$ cat src/rtl/tamagotchi_stat_bank.sv
// rtl/tamagotchi_stat_bank.sv - saturating bank of pet-status registers with flags and optional decay
//
// Purpose: NUM_STATS saturating WIDTH-bit counters (hunger, energy, mood, ...).
//   The control FSM selects a channel and issues up/down/load requests.
//   The display and alert logic reads the selected value and the registered flags.
// Build option: define TAMA_STATS_DECAY_EN to build the periodic decay timer.
//   When it is left undefined, decay_en is accepted but ignored.
// Ports:
//   clk        - rising-edge clock
//   Reset      - synchronous active-low reset
//   state      - channel select for read, up/down and load
//   UpState    - add STEP to the selected channel
//   DownState  - subtract STEP from the selected channel
//   wr_en      - load wr_data (clipped to MAX_VAL) into the selected channel
//   wr_data    - load value
//   decay_en   - gates the decay timer
//   stateValue - combinational read of the selected channel (0 when state is out of range)
//   low_flags  - registered, bit i set when channel i <= LOW_THRESH
//   any_low    - registered OR of low_flags
//   all_zero   - registered, every channel is 0
//   sat_evt    - registered one-cycle pulse when an up/down request was clipped
module tamagotchi_stat_bank #(
  parameter int NUM_STATS = 7,
  parameter int WIDTH = 3,
  parameter int IDX_W = 3,
  parameter int STEP = 1,
  parameter int MAX_VAL = (1 << WIDTH) - 1,
  parameter logic [NUM_STATS*WIDTH-1:0] INIT_VAL = '0,
  parameter int LOW_THRESH = 1,
  parameter int DECAY_PERIOD = 1000
) (
  input  logic                 clk,
  input  logic                 Reset,
  input  logic [IDX_W-1:0]     state,
  input  logic                 UpState,
  input  logic                 DownState,
  input  logic                 wr_en,
  input  logic [WIDTH-1:0]     wr_data,
  input  logic                 decay_en,
  output logic [WIDTH-1:0]     stateValue,
  output logic [NUM_STATS-1:0] low_flags,
  output logic                 any_low,
  output logic                 all_zero,
  output logic                 sat_evt
);

  localparam logic [WIDTH-1:0] MAX_V = WIDTH'(MAX_VAL);
  localparam logic [WIDTH-1:0] LOW_V = WIDTH'(LOW_THRESH);
  // Two extra bits: one for headroom above MAX_VAL, one for sign.
  localparam logic signed [WIDTH+1:0] STEP_S = (WIDTH+2)'(STEP);
  localparam logic signed [WIDTH+1:0] MAX_S  = (WIDTH+2)'(MAX_VAL);
  localparam logic signed [WIDTH+1:0] ONE_S  = (WIDTH+2)'(1);
  localparam logic signed [WIDTH+1:0] ZERO_S = '0;

  logic [WIDTH-1:0]          vals      [NUM_STATS];
  logic [WIDTH-1:0]          nxt       [NUM_STATS];
  logic signed [WIDTH+1:0]   user_sum  [NUM_STATS];
  logic signed [WIDTH+1:0]   tot_sum   [NUM_STATS];
  logic [NUM_STATS-1:0]      sel;
  logic [NUM_STATS-1:0]      low_nxt;
  logic [NUM_STATS-1:0]      init_low;
  logic                      zero_nxt;
  logic                      init_zero;
  logic                      sat_nxt;
  logic                      tick;
  logic                      up_only;
  logic                      dn_only;

  assign up_only = UpState && !DownState;
  assign dn_only = DownState && !UpState;

`ifdef TAMA_STATS_DECAY_EN
  localparam int CNT_W = $clog2(DECAY_PERIOD);
  logic [CNT_W-1:0] dcnt;

  // The counter holds while disabled, so the tick is gated as well.
  assign tick = decay_en && (dcnt == CNT_W'(DECAY_PERIOD - 1));

  always_ff @(posedge clk) begin
    if (!Reset) begin
      dcnt <= '0;
    end else if (decay_en) begin
      dcnt <= tick ? '0 : dcnt + 1'b1;
    end
  end
`else
  logic unused_decay_en;
  assign unused_decay_en = decay_en;
  assign tick = 1'b0;
`endif

  // Reset-time flags come straight from the INIT_VAL parameter.
  always_comb begin
    init_low  = '0;
    init_zero = 1'b1;
    for (int i = 0; i < NUM_STATS; i++) begin
      init_low[i] = (INIT_VAL[i*WIDTH +: WIDTH] <= LOW_V);
      if (INIT_VAL[i*WIDTH +: WIDTH] != '0) init_zero = 1'b0;
    end
  end

  always_comb begin
    sat_nxt    = 1'b0;
    zero_nxt   = 1'b1;
    low_nxt    = '0;
    sel        = '0;
    stateValue = '0;
    for (int i = 0; i < NUM_STATS; i++) begin
      // Out-of-range selects never match a channel, so requests are ignored.
      sel[i] = (state == IDX_W'(i));
      if (sel[i]) stateValue = vals[i];
      user_sum[i] = $signed({2'b00, vals[i]})
                  + ((sel[i] && up_only) ? STEP_S : ((sel[i] && dn_only) ? -STEP_S : ZERO_S));
      tot_sum[i] = user_sum[i] - (tick ? ONE_S : ZERO_S);
      if (sel[i] && wr_en) begin
        nxt[i] = (wr_data > MAX_V) ? MAX_V : wr_data;
      end else begin
        if (tot_sum[i] < ZERO_S)      nxt[i] = '0;
        else if (tot_sum[i] > MAX_S)  nxt[i] = MAX_V;
        else                          nxt[i] = tot_sum[i][WIDTH-1:0];
        // Only the user's own request counts as clipped; decay at zero is silent.
        if (sel[i] && (user_sum[i] < ZERO_S || user_sum[i] > MAX_S)) sat_nxt = 1'b1;
      end
      low_nxt[i] = (nxt[i] <= LOW_V);
      if (nxt[i] != '0) zero_nxt = 1'b0;
    end
  end

  always_ff @(posedge clk) begin
    if (!Reset) begin
      for (int i = 0; i < NUM_STATS; i++) vals[i] <= INIT_VAL[i*WIDTH +: WIDTH];
      low_flags <= init_low;
      any_low   <= |init_low;
      all_zero  <= init_zero;
      sat_evt   <= 1'b0;
    end else begin
      for (int i = 0; i < NUM_STATS; i++) vals[i] <= nxt[i];
      low_flags <= low_nxt;
      any_low   <= |low_nxt;
      all_zero  <= zero_nxt;
      sat_evt   <= sat_nxt;
    end
  end

endmodule

$ cat config.mk
export PLATFORM = sky130hd
export DESIGN_NAME = tamagotchi_stat_bank
export DESIGN_NICKNAME = d
export VERILOG_FILES = /design/src/rtl/tamagotchi_stat_bank.sv
export SDC_FILE = /design/constraint.sdc
export NUM_CORES = 1
export LEC_CHECK = 0
export ABC_AREA = 1
export ABC_CLOCK_PERIOD_IN_PS = 5200
export BUFFER_PORTS_ARGS = -buffer_cell sky130_fd_sc_hd__buf_2
export CAP_MARGIN = 30
export CORE_ASPECT_RATIO = 0.9
export CORE_MARGIN = 10
export CORE_UTILIZATION = 25
export CTS_CLUSTER_DIAMETER = 60
export DETAILED_ROUTE_END_ITERATION = 8
export GPL_TIMING_DRIVEN = 1
export PLACE_DENSITY = 0.42
export SYNTH_ARGS = -nofsm -noshare
export SYNTH_HDL_FRONTEND = slang
export SYNTH_SLANG_ARGS = --single-unit
$ cat constraint.sdc
create_clock -name clk -period 5.2 [get_ports clk]
set_input_delay 0.78 -clock clk [delete_from_list [all_inputs] [get_ports clk]]
set_output_delay 0.78 -clock clk [all_outputs]
set_load 0.05 [all_outputs]
==> qor.yml <==
timing:
  holdWs_ns: 0.705
  period_needed_ns: 3.44
  slew_headroom: 0.476
  rsz0062_at_grt: "no"
  skew_ns: 0.00592
  tns_ns: 0
  hold_viol: 0
  finalMaxSlewViolations: 0
  timing.final.crit_share: 0.661
  tightest_slew_ns: 0.786
  setup_viol: 0
  max_freq_ghz: 0.291
routing:
  wirelength_um: 7860
  dr.first_iter.drc_count: 151
  via_per_inst: 4.46
  drc: 0
  drt.antenna.violating_nets: 0
  via_count: 2682
  wl_per_cell_um: 13.1
  first_pass_iters: 5
clocking:
  postCtsSetupRepairBufs: 0
  clockBufferDepth: 2
  clkTransAtPathRegs_ns: 0.05
  cts_hold_buf: 0
  cts_made_buffers: 5
  tritoncts: "yes"
  cts.htree.levels: 2
  clock_latency_ns: 0.28
  ctsResizeCount: 0
  cts_root_buffer: "clkbuf_16"
  cts_sinks: 31
global_route:
  grt_pass1_wl_um: 12900
  globalRouteMet1Util: 0.145
  antenna_found_initial: 0
  grt-ovfl-total: 0
  gr-max-usage-layer: "met2"
  grtUsageTotal: 0.106
  grt_util_met3: 0.0217
  grt_pass1_vias: 2586
  met2_usage: 0.164
  grt_max_degree: 23
synth:
  synth.area.top_cells: "dfxtp_1 (23%), nand2_1 (19%), ha_1 (12%)"
  synthesis.nets: 484
  synth_cells: 440
  yosysUniqueCellTypes: 25
  synth-seq-cells: 31
  yosysWarningCount: 0
  ys_seq_area_frac: 0.228
  avgSynthCellArea_um2: 6.19
  synth_top_area_share: 0.228
  synth_area_um2: 2730
  synth.largest_area_cell: "dfxtp_1"
die:
  num_io_pins: 25
  die_w_um: 130
  start_util: 0.254
  dieHeight_um: 119
  placeableCoreArea_um2: 10700
  dieArea_um2: 15500
  core.rowCount: 36
power:
  peakVddDrop_mv: 0.109
  power_density_nw_per_um2: 231
  p_leak_nw: 1.75
  total_power_mw: 0.722
cells_and_area:
  fillers: 1218
  final_area_um2: 3130
  num_antenna_cells: 0
  utilization: 0.292
  layout.nets: 511
  areaGrowthSynthToFinish_pct: 14.8
  drive_above_1_share: 0.0962
critical_path:
  path_cells: "buf_2 > inv_1 > nor2_2 > nor2_1 > inv_1 > nand2_1 > inv_1 > ha_1 > inv_1 > fa_1 > inv_1 > nand2_1 > nand2_1 > inv_1 > nand2_1 > nand2_1 > nor2_1 > nand2_1 > nand2_1 > nor2_1 > nor3_1 > nand3_1"
  crit_path_end_kind: "register"
  start_kind: "input port"
  arrival_ns: 3.59
  critPathSlowestCell: "fa_1"
  crit_path_max_fanout: 10
  crit_top_cell: "nand2_1"
  worstPathRequired_ns: 5.36
  critPathMaxStageDelay_ns: 0.39
  critical_path_class: "in2reg"
place:
  dpl_cell_area_um2: 2990
  dp_hpwl_um: 6470
  numPortBuffers: 23
  globalplace.congestion: 0.802
worst_hold_path:
  worstHoldPathType: "reg2reg"
outcome:
  status: "completed"
flow_run:
  drv_cap: 0
-- synthesized netlist by cell type (all sizes together) --
master     n
o21ai     12
nor3       3
o2111ai    2
a21oi     25
a22o       1
inv       73
o22ai      1
nor2      60
ha        26
clkbuf     2
buf        1
nand4      6
a221oi     3
nand3     41
nand2    137
xor2       2
dfxtp     31
nand3b     4
fa         6
xnor2      4
-- report_power, final --
part	leakage, nW	switching, mW	total, mW	internal, mW
Sequential	0.254	0.0101	0.265	0.255
Combinational	1.43	0.124	0.175	0.0504
Clock	0.0679	0.105	0.282	0.177
-- layout by cell type, fill, tap and decap left out, types with 2 or more instances in the layout --
cell	Yosys	final
a21oi_1	25	25
a221oi_1	3	3
buf_2	0	23
clkbuf_1	2	2
clkbuf_16	0	5
dfxtp_1	31	31
fa_1	6	6
ha_1	26	26
inv_1	70	70
inv_2	3	3
nand2_1	137	137
nand3_1	41	41
nand3b_1	4	4
nand4_1	6	6
nor2_1	51	51
nor2_2	9	9
o2111ai_1	2	2
o21ai_0	10	10
o21ai_2	2	2
xnor2_1	4	4
xor2_1	2	2
-- per-layer routing --
layer,vias up,wire length (um)
li1,1442,-
met1,1195,3990
met2,36,3400
met3,9,378
met4,0,90
met5,-,0
-- state kept, by name (all words and copies together) (netlist names) --
register   count
all_zero       1
sat_evt        1
any_low        1
low_flags      7
vals          21
-- kinds of logic after synthesis --
kind of cell	Yosys count	synth area share
xor gates and xnor gates	6	0.0193
buffers and inverters	76	0.106
DFF	31	0.228
adders and majority gates	32	0.163
AOI/OAI and AO/OA	44	0.0923
and+or+nand+nor	251	0.391
-- worst max-delay path: cells and delay by family --
kind                       cells  cell delay [ns]
adders and majority gates      2             0.58
buffers and inverters          7             0.55
and+or+nand+nor               13             1.67
-- layout make-up --
cell class,count,area [um2],area share
inverter,73,274,0.0876
clock inverter,1,5.00,0.00160
tap,133,166,0.0532
clock buffer,7,133,0.0424
multi-input combinational,333,1820,0.580
timing repair buffer,23,115,0.0368
sequential,31,621,0.198
-- through the flow --
| stage | setup WS, ns | instances |
|---|---|---|
| CTS | 1.71 | 601 |
| global placement | 1.45 | 593 |
| finish | 1.76 | 601 |
| global route | 1.34 | 601 |
| floorplan | 2.29 | 440 |
| detailed placement | 1.43 | 593 |
-- path summary, 6_finish.rpt --
kind | from | endpoint | slack [ns] | depth (start not counted)
setup / recovery | DownState | any_low | 1.76 | 22
hold / removal | vals[6][0] | vals[6][0] | 0.70 | 3
setup reg to reg | vals[3][0] | any_low | 2.96 | 15
hold reg to reg | vals[6][0] | vals[6][0] | 0.70 | 3
Power figures use the tool's default switching activity.
